[src/rtl/accel_smoother.sv]
// ============================================================================
// accel_smoother : decimate, moving-average and deadband-filter 9-bit X/Y samples
// Rev 1.0
// ============================================================================
`timescale 1ns/1ps
`default_nettype none

module accel_smoother #(
   parameter int SAMPLE_DIV = 500000,
   parameter int LOG2_DEPTH = 3,
   parameter int DEADBAND   = 2
) (
   input  logic       clock,
   input  logic       anti_reset,
   input  logic [8:0] accel_x_raw,
   input  logic [8:0] accel_y_raw,
   input  logic       hold,
   output logic [8:0] x_out,
   output logic [8:0] y_out,
   output logic       sample_valid
);

   localparam int                  DEPTH       = 1 << LOG2_DEPTH;
   localparam int                  SUM_W       = 9 + LOG2_DEPTH;
   localparam logic [23:0]         C_TICK_LAST = 24'(SAMPLE_DIV - 1);
   localparam logic [8:0]          C_MID       = 9'd256;
   localparam logic [8:0]          C_DEADBAND  = 9'(DEADBAND);
   localparam logic [SUM_W-1:0]    C_SUM_RST   = {C_MID, {LOG2_DEPTH{1'b0}}};
   localparam logic [LOG2_DEPTH-1:0] C_PTR_ONE = LOG2_DEPTH'(1);

   logic [23:0]           tick_cnt_q, tick_cnt_d;
   logic                  tick;
   logic [LOG2_DEPTH-1:0] ptr_q, ptr_d;
   logic                  v1_q, v2_q, valid_q;

   always_comb begin
      tick       = (tick_cnt_q == C_TICK_LAST);
      tick_cnt_d = tick ? 24'd0 : tick_cnt_q + 24'd1;
      ptr_d      = tick ? ptr_q + C_PTR_ONE : ptr_q;
   end

   // v1/v2 track a sample through stages 2 and 3 so reset discards in-flight work.
   always_ff @(posedge clock or negedge anti_reset) begin
      if (!anti_reset) begin
         tick_cnt_q <= 24'd0;
         ptr_q      <= '0;
         v1_q       <= 1'b0;
         v2_q       <= 1'b0;
         valid_q    <= 1'b0;
      end else begin
         tick_cnt_q <= tick_cnt_d;
         ptr_q      <= ptr_d;
         v1_q       <= tick;
         v2_q       <= v1_q;
         valid_q    <= v2_q && !hold;
      end
   end

   genvar a;
   generate
      for (a = 0; a < 2; a++) begin : g_axis
         logic [8:0]       raw;
         logic [8:0]       ring_q [DEPTH];
         logic [8:0]       new_q, old_q;
         logic [SUM_W-1:0] sum_q, sum_d;
         logic [8:0]       avg, diff, out_q, out_d;

         assign raw = (a == 0) ? accel_x_raw : accel_y_raw;

         always_comb begin
            sum_d = sum_q + SUM_W'(new_q) - SUM_W'(old_q);
            avg   = sum_q[SUM_W-1:LOG2_DEPTH];
            diff  = (avg >= out_q) ? (avg - out_q) : (out_q - avg);
            out_d = (v2_q && !hold && (diff >= C_DEADBAND)) ? avg : out_q;
         end

         always_ff @(posedge clock or negedge anti_reset) begin
            if (!anti_reset) begin
               for (int i = 0; i < DEPTH; i++) ring_q[i] <= C_MID;
               new_q <= C_MID;
               old_q <= C_MID;
               sum_q <= C_SUM_RST;
               out_q <= C_MID;
            end else begin
               if (tick) begin
                  new_q         <= raw;
                  old_q         <= ring_q[ptr_q];
                  ring_q[ptr_q] <= raw;
               end
               if (v1_q) sum_q <= sum_d;
               out_q <= out_d;
            end
         end
      end
   endgenerate

   assign x_out        = g_axis[0].out_q;
   assign y_out        = g_axis[1].out_q;
   assign sample_valid = valid_q;

endmodule

`default_nettype wire

[config.mk]
export PLATFORM = sky130hd
export DESIGN_NAME = accel_smoother
export DESIGN_NICKNAME = d
export VERILOG_FILES = /design/src/rtl/accel_smoother.sv
export SDC_FILE = /design/constraint.sdc
export NUM_CORES = 1
export LEC_CHECK = 0
export ABC_AREA = 1
export BUFFER_PORTS_ARGS = -buffer_cell sky130_fd_sc_hd__buf_2
export CAP_MARGIN = 20
export CORE_MARGIN = 1.5
export CORE_UTILIZATION = 42
export DETAILED_ROUTE_END_ITERATION = 10
export HOLD_SLACK_MARGIN = 0.03
export PLACE_DENSITY = 0.67
export SYNTH_ARGS = -nofsm -noshare
export SYNTH_HDL_FRONTEND = slang
export SYNTH_SLANG_ARGS = --single-unit
[constraint.sdc]
create_clock -name clock -period 2.6 [get_ports clock]
set_input_delay 0.13 -clock clock [delete_from_list [all_inputs] [get_ports clock]]
set_output_delay 0.13 -clock clock [all_outputs]
set_load 0.02 [all_outputs]
* Yosys cells after proc, flatten, opt, wreduce, memory -nomap -nowiden
Cells that the tools add are included.
** Storage, ports and cells
- Register bits after elaboration :: 252
- Bits in latches :: 0
- Bits in writable memories :: 0
- ROM bits :: 0
- Memories kept :: 0
** Operators by class
- $add $sub $neg :: 10
- $mul :: 0
- Divide/modulo/power cells :: 0
- $lt $le $gt $ge :: 6
- Eq/ne operators :: 1
- Shift operators :: 0
- Muxes and demuxes :: 13
- Bitwise operators :: 1
- Reduce and logical (&&, ||, !) cells :: 5
** Operators with widths (number)
- bitwise mux 72 bit :: 2
- two-way mux 9 bit :: 7
- binary-select mux 9 bit (select 3 bit) :: 2
- subtractor 9 bit :: 4
- demux 9 bit (select 3 bit) :: 1
- adder 12 x 9 -> 12 bit :: 2
- adder 24 x 1 -> 24 bit, second input constant :: 1
- == test 24 x 19 -> 1 bit, second input constant :: 1
- two-way mux 24 bit :: 1
- subtractor 12 x 9 -> 12 bit :: 2
- >= comparator 9 x 2 -> 1 bit, second input constant :: 2
- >= comparator 9 bit :: 2
- >= comparator 4 bit, second input constant :: 1
- logical AND 1 bit :: 4
- less-than comparator 4 x 1 -> 1 bit, second input constant :: 1
- NOT 3 -> 4 bit :: 1
- adder 3 x 1 -> 3 bit, second input constant :: 1
- logical NOT 1 bit :: 1

* Depth between registers and ports, before layout
- Word-level depth :: 6
- Gate-level depth with buffers :: 18
- Gate-level depth less buffers :: 17

* Least setup slack after synthesis
Ideal clock, no wire load.
- Kind :: reg-to-reg
- Start :: reg g_axis[0].out_q[2] (netlist: x_out[2])
- End :: reg g_axis[0].out_q[1] (netlist: x_out[1])
- Setup time :: 118 ps
- Arrival :: 2191 ps
- Data required time :: 2482 ps
- Path slack :: 291 ps
- Cell stages (with the launch flop) :: 16
- Cells stage by stage :: dfrtp_1 -> inv_1 -> ha_1 -> buf_2 -> nand2_1 -> nand2_1 -> inv_1 -> nand2_1 -> a21oi_1 -> or2_2 -> nand3_1 -> o21ai_0 -> nand2_1 -> nand2_1 -> nand2_1 -> nand2_1
** Between the ends
- Cells in the longest elaborated chain, start to end :: 4
** RTL lines
- start: declaration :: RTL line 66 : logic [8:0] avg, diff, out_q, out_d;
- start signal: assignment :: RTL line 91 : out_q <= out_d;
- subtractor 9 bit or >= comparator 9 bit (tied branches) :: RTL line 73 : diff = (avg >= out_q) ? (avg - out_q) : (out_q - avg);
- two-way mux 9 bit * :: RTL line 73
- >= comparator 9 x 2 -> 1 bit * :: RTL line 74 : out_d = (v2_q && !hold && (diff >= C_DEADBAND)) ? avg : out_q;
- logical AND 1 bit * :: RTL line 74
Mark *: on every way between the ends. The rest lies on a longest branch, timed or not.
A chain may end at the register's enable or synchronous reset.

* Final worst setup path
- Start :: reg g_axis[0].new_q[1]
- End :: reg g_axis[0].sum_q[9]
** Between the ends
- Cells in the longest elaborated chain, start to end :: 2
** RTL lines
- start: declaration :: RTL line 64 : logic [8:0] new_q, old_q;
- start signal: assignment :: RTL line 86 : new_q <= raw;
- adder 12 x 9 -> 12 bit :: RTL line 71 : sum_d = sum_q + SUM_W'(new_q) - SUM_W'(old_q);
- subtractor 12 x 9 -> 12 bit :: RTL line 71
- end signal: assignment :: RTL line 90 : if (v1_q) sum_q <= sum_d;
- end: declaration :: RTL line 65 : logic [SUM_W-1:0] sum_q, sum_d;
Every way passes these cells.

==> reports/qor.yml <==
cts:
  cts_tree: "built"
  clk_latency_ns: 0.59
  cts_sinks: 252
  cts-root-buf: "clkbuf_16"
  cts_max_path_buffers: 3
  clk_pin_slew_ns: 0.06
  cts-buffers-inserted: 28
  htreeDepth: 1
drt:
  drtAntennaViolNets: 0
  drc: 0
  viasPerCell: 5.06
  dr.pass1.iters: 7
  drt-initial-drc-count: 728
  num_vias: 11700
  detail_route.wirelength_mm: 33.8
  wl_per_cell_um: 14.6
timing:
  min_period_over_period_pct: 94.3
  fin_crit_ns: 2.45
  hold_viol: 0
  maxSlewHeadroom_pct: 59.9
  setup_violations: 0
  worst_pin_slew_ns: 0.601
  clock_skew_ns: 0.0700
  finalMaxSlewViolations: 0
  whs_ns: 0.0923
  rsz0062_at_grt: "false"
  finalSetupTns_ns: 0
  max_freq_mhz: 408
worst_setup_path:
  endpoint_kind: "register"
  cp_max_fo: 2
  startpoint: "g_axis[0].new_q[1]$_DFFE_PN0P_"
  cp-start-kind: "register"
  critical_path_class: "register to register"
  required_ns: 3.02
  worst-endpoint-arrival_ns: 2.87
  reg2reg_from: "g_axis[0].new_q[1]$_DFFE_PN0P_"
placed_design:
  portBuffers: 39
  dp_hpwl_mm: 23.4
  gp_congestion: 0.890
die:
  die_height_um: 187
  dieArea_um2: 35000
  placementRows: 67
  die_w_um: 187
  ios: 40
  core_um2: 33400
  start_util_pct: 42.5
logic_synthesis:
  ys_seq_area_share_pct: 44.5
  ys_top_cells_by_area: "dfrtp_1, nand2_1, o21ai_0"
  synth_top_area_share_pct: 40.1
  syn_area_per_cell_um2: 7.98
  synth_area_leader_cell: "dfrtp_1"
  synth_seq_cells: 252
  netlist_area_um2: 14200
  yosysWarnings: 0
  syn_inst: 1783
  ys_types: 38
  syn_nets: 1886
cells_and_area:
  drive_gt1_share_pct: 11.0
  area_growth_pct: 13.8
  nFillCells: 3260
  nets: 1944
  diodes: 0
grt:
  grt_pass1_vias: 11300
  grt_max_degree: 78
  grt_usage_pct: 19.7
  grt-ovfl-total: 0
  grt_pass1_wl_mm: 57.2
  antenna_found_initial: 0
power_and_ir_drop:
  power.density_nw_per_um2: 489
  ir_worst_vdd_v: 0.000477
  leakage_uw: 0.00850
status:
  status: "finished clean"
min_path:
  hold_class: "primary input to async pin"
job:
  max-cap-violations: 0
cells in the mapped netlist:
cell,count
or2_1,1
inv_1,223
nor2_1,151
nand3b_1,3
o21ai_2,18
nand3_1,76
buf_2,16
nor4_2,1
nand2_2,2
nor3_1,16
o21ai_1,1
o2111ai_1,20
fa_1,22
a31oi_1,6
xor2_1,27
nor4_1,2
clkinv_1,2
o21a_1,21
a21oi_1,47
o31ai_1,2
o21bai_1,2
inv_8,1
nand2_4,1
or2_4,1
nand4_1,14
nand3_4,8
o21ai_0,250
or2_2,9
a21o_1,2
nand2_1,467
dfstp_2,24
nor4_4,1
dfrtp_1,228
clkbuf_1,47
xnor2_1,6
buf_6,4
buf_12,1
ha_1,60
worst paths after layout:
path,end,cells past startpoint,slack (ns)
max in group asynchronous,g_axis[0].sum_q[3]$_DFFE_PN0P_,3,1.62
hold reg to reg,x_out[8]$_DFFE_PN1P_,2,0.47
setup reg to reg,g_axis[0].sum_q[9]$_DFFE_PN0P_,10,0.15
setup / recovery,g_axis[0].sum_q[9]$_DFFE_PN0P_,10,0.15
min in group clock,sample_valid$_DFF_PN0_,3,0.10
hold / removal,g_axis[1].ring_q[19]$_DFFE_PN0P_,2,0.09
stage by stage:
step	cell area (um^2)	utilization, %	cells	power (uW)	setup slack, ns
after global routing	16200	48.4	2311	8210	0.00362
after floorplan	14200	-	1783	4020	0.291
after CTS	16100	48.2	2309	8030	0.0704
after global placement	15000	45.0	2238	4150	0.133
final	16200	48.4	2311	7920	0.148
after detailed placement	15000	45.0	2238	4150	0.0781
power by group:
group | internal, uW | switching [uW]
Sequential | 3920 | 0
Combinational | 42.8 | 129
Clock | 2200 | 1630
critical path: stages (launching register included):
cell and delay (ns):
dfrtp_1 0.35, inv_1 0.06, fa_1 0.59, inv_1 0.06
ha_1 0.29, a21oi_1 0.18, o21bai_1 0.12, a21oi_2 0.18
o21ai_1 0.09, xor2_1 0.14, o21ai_0 0.22
flip-flops by register name (all words and copies together), names as in the netlist, 3 cells and up:
signal,flops
g_axis.ring_q,144
g_axis.sum_q,24
tick_cnt_q,24
g_axis.new_q,18
g_axis.old_q,18
x_out,9
y_out,9
ptr_q,3
routing by layer:
metal,global-route usage [%],up-vias,wire length (um)
li1,-,5845,-
met1,28.6,5532,16700
met2,31.3,255,15000
met3,2.36,55,1450
met4,4.93,0,739
met5,0,-,0
cells in the final DEF, fill, tap and decap left out, drive strengths merged, types with 27 or more instances in the layout:
cell,synthesis,layout
nand2,470,470
nand3,84,84
o21ai,269,269
a21oi,47,47
ha,60,60
buf,21,77
xor2,27,27
inv,224,224
dfrtp,228,228
clkbuf,47,38
nor2,151,151
what timing repair did:
| item | 4_1_cts | 5_1_grt |
|---|---|---|
| gates resized for setup | 0 | 15 |
| endpoints found under the setup margin | 0 | 22 |
| hold buffers | 19 | 0 |
| setup buffers | 0 | 2 |
| endpoints found under the hold margin | 281 | 0 |
area by class of cell:
type,count,area [um^2],share of cell area [%]
Multi-Input combinational cell,1237,6770,41.8
Sequential cell,252,6340,39.1
Inverter,226,856,5.29
Clock buffer,38,778,4.81
Timing Repair Buffer,96,768,4.75
Tap cell,448,561,3.46
Clock inverter,14,123,0.757
logic make-up (layout without fill, tap and decap cells):
logic type,Yosys count,after routing,share of synthesized area [%]
buffers and inverters,294,374,8.27
XOR/XNOR,33,33,2.03
AO/OA/AOI/OAI,369,369,14.5
adder cells (fa/ha/maj),82,82,8.37
flip-flops,252,252,44.5
AND/OR/NAND/NOR,753,753,22.3
Note: power is estimated with default switching activity, not from simulation.
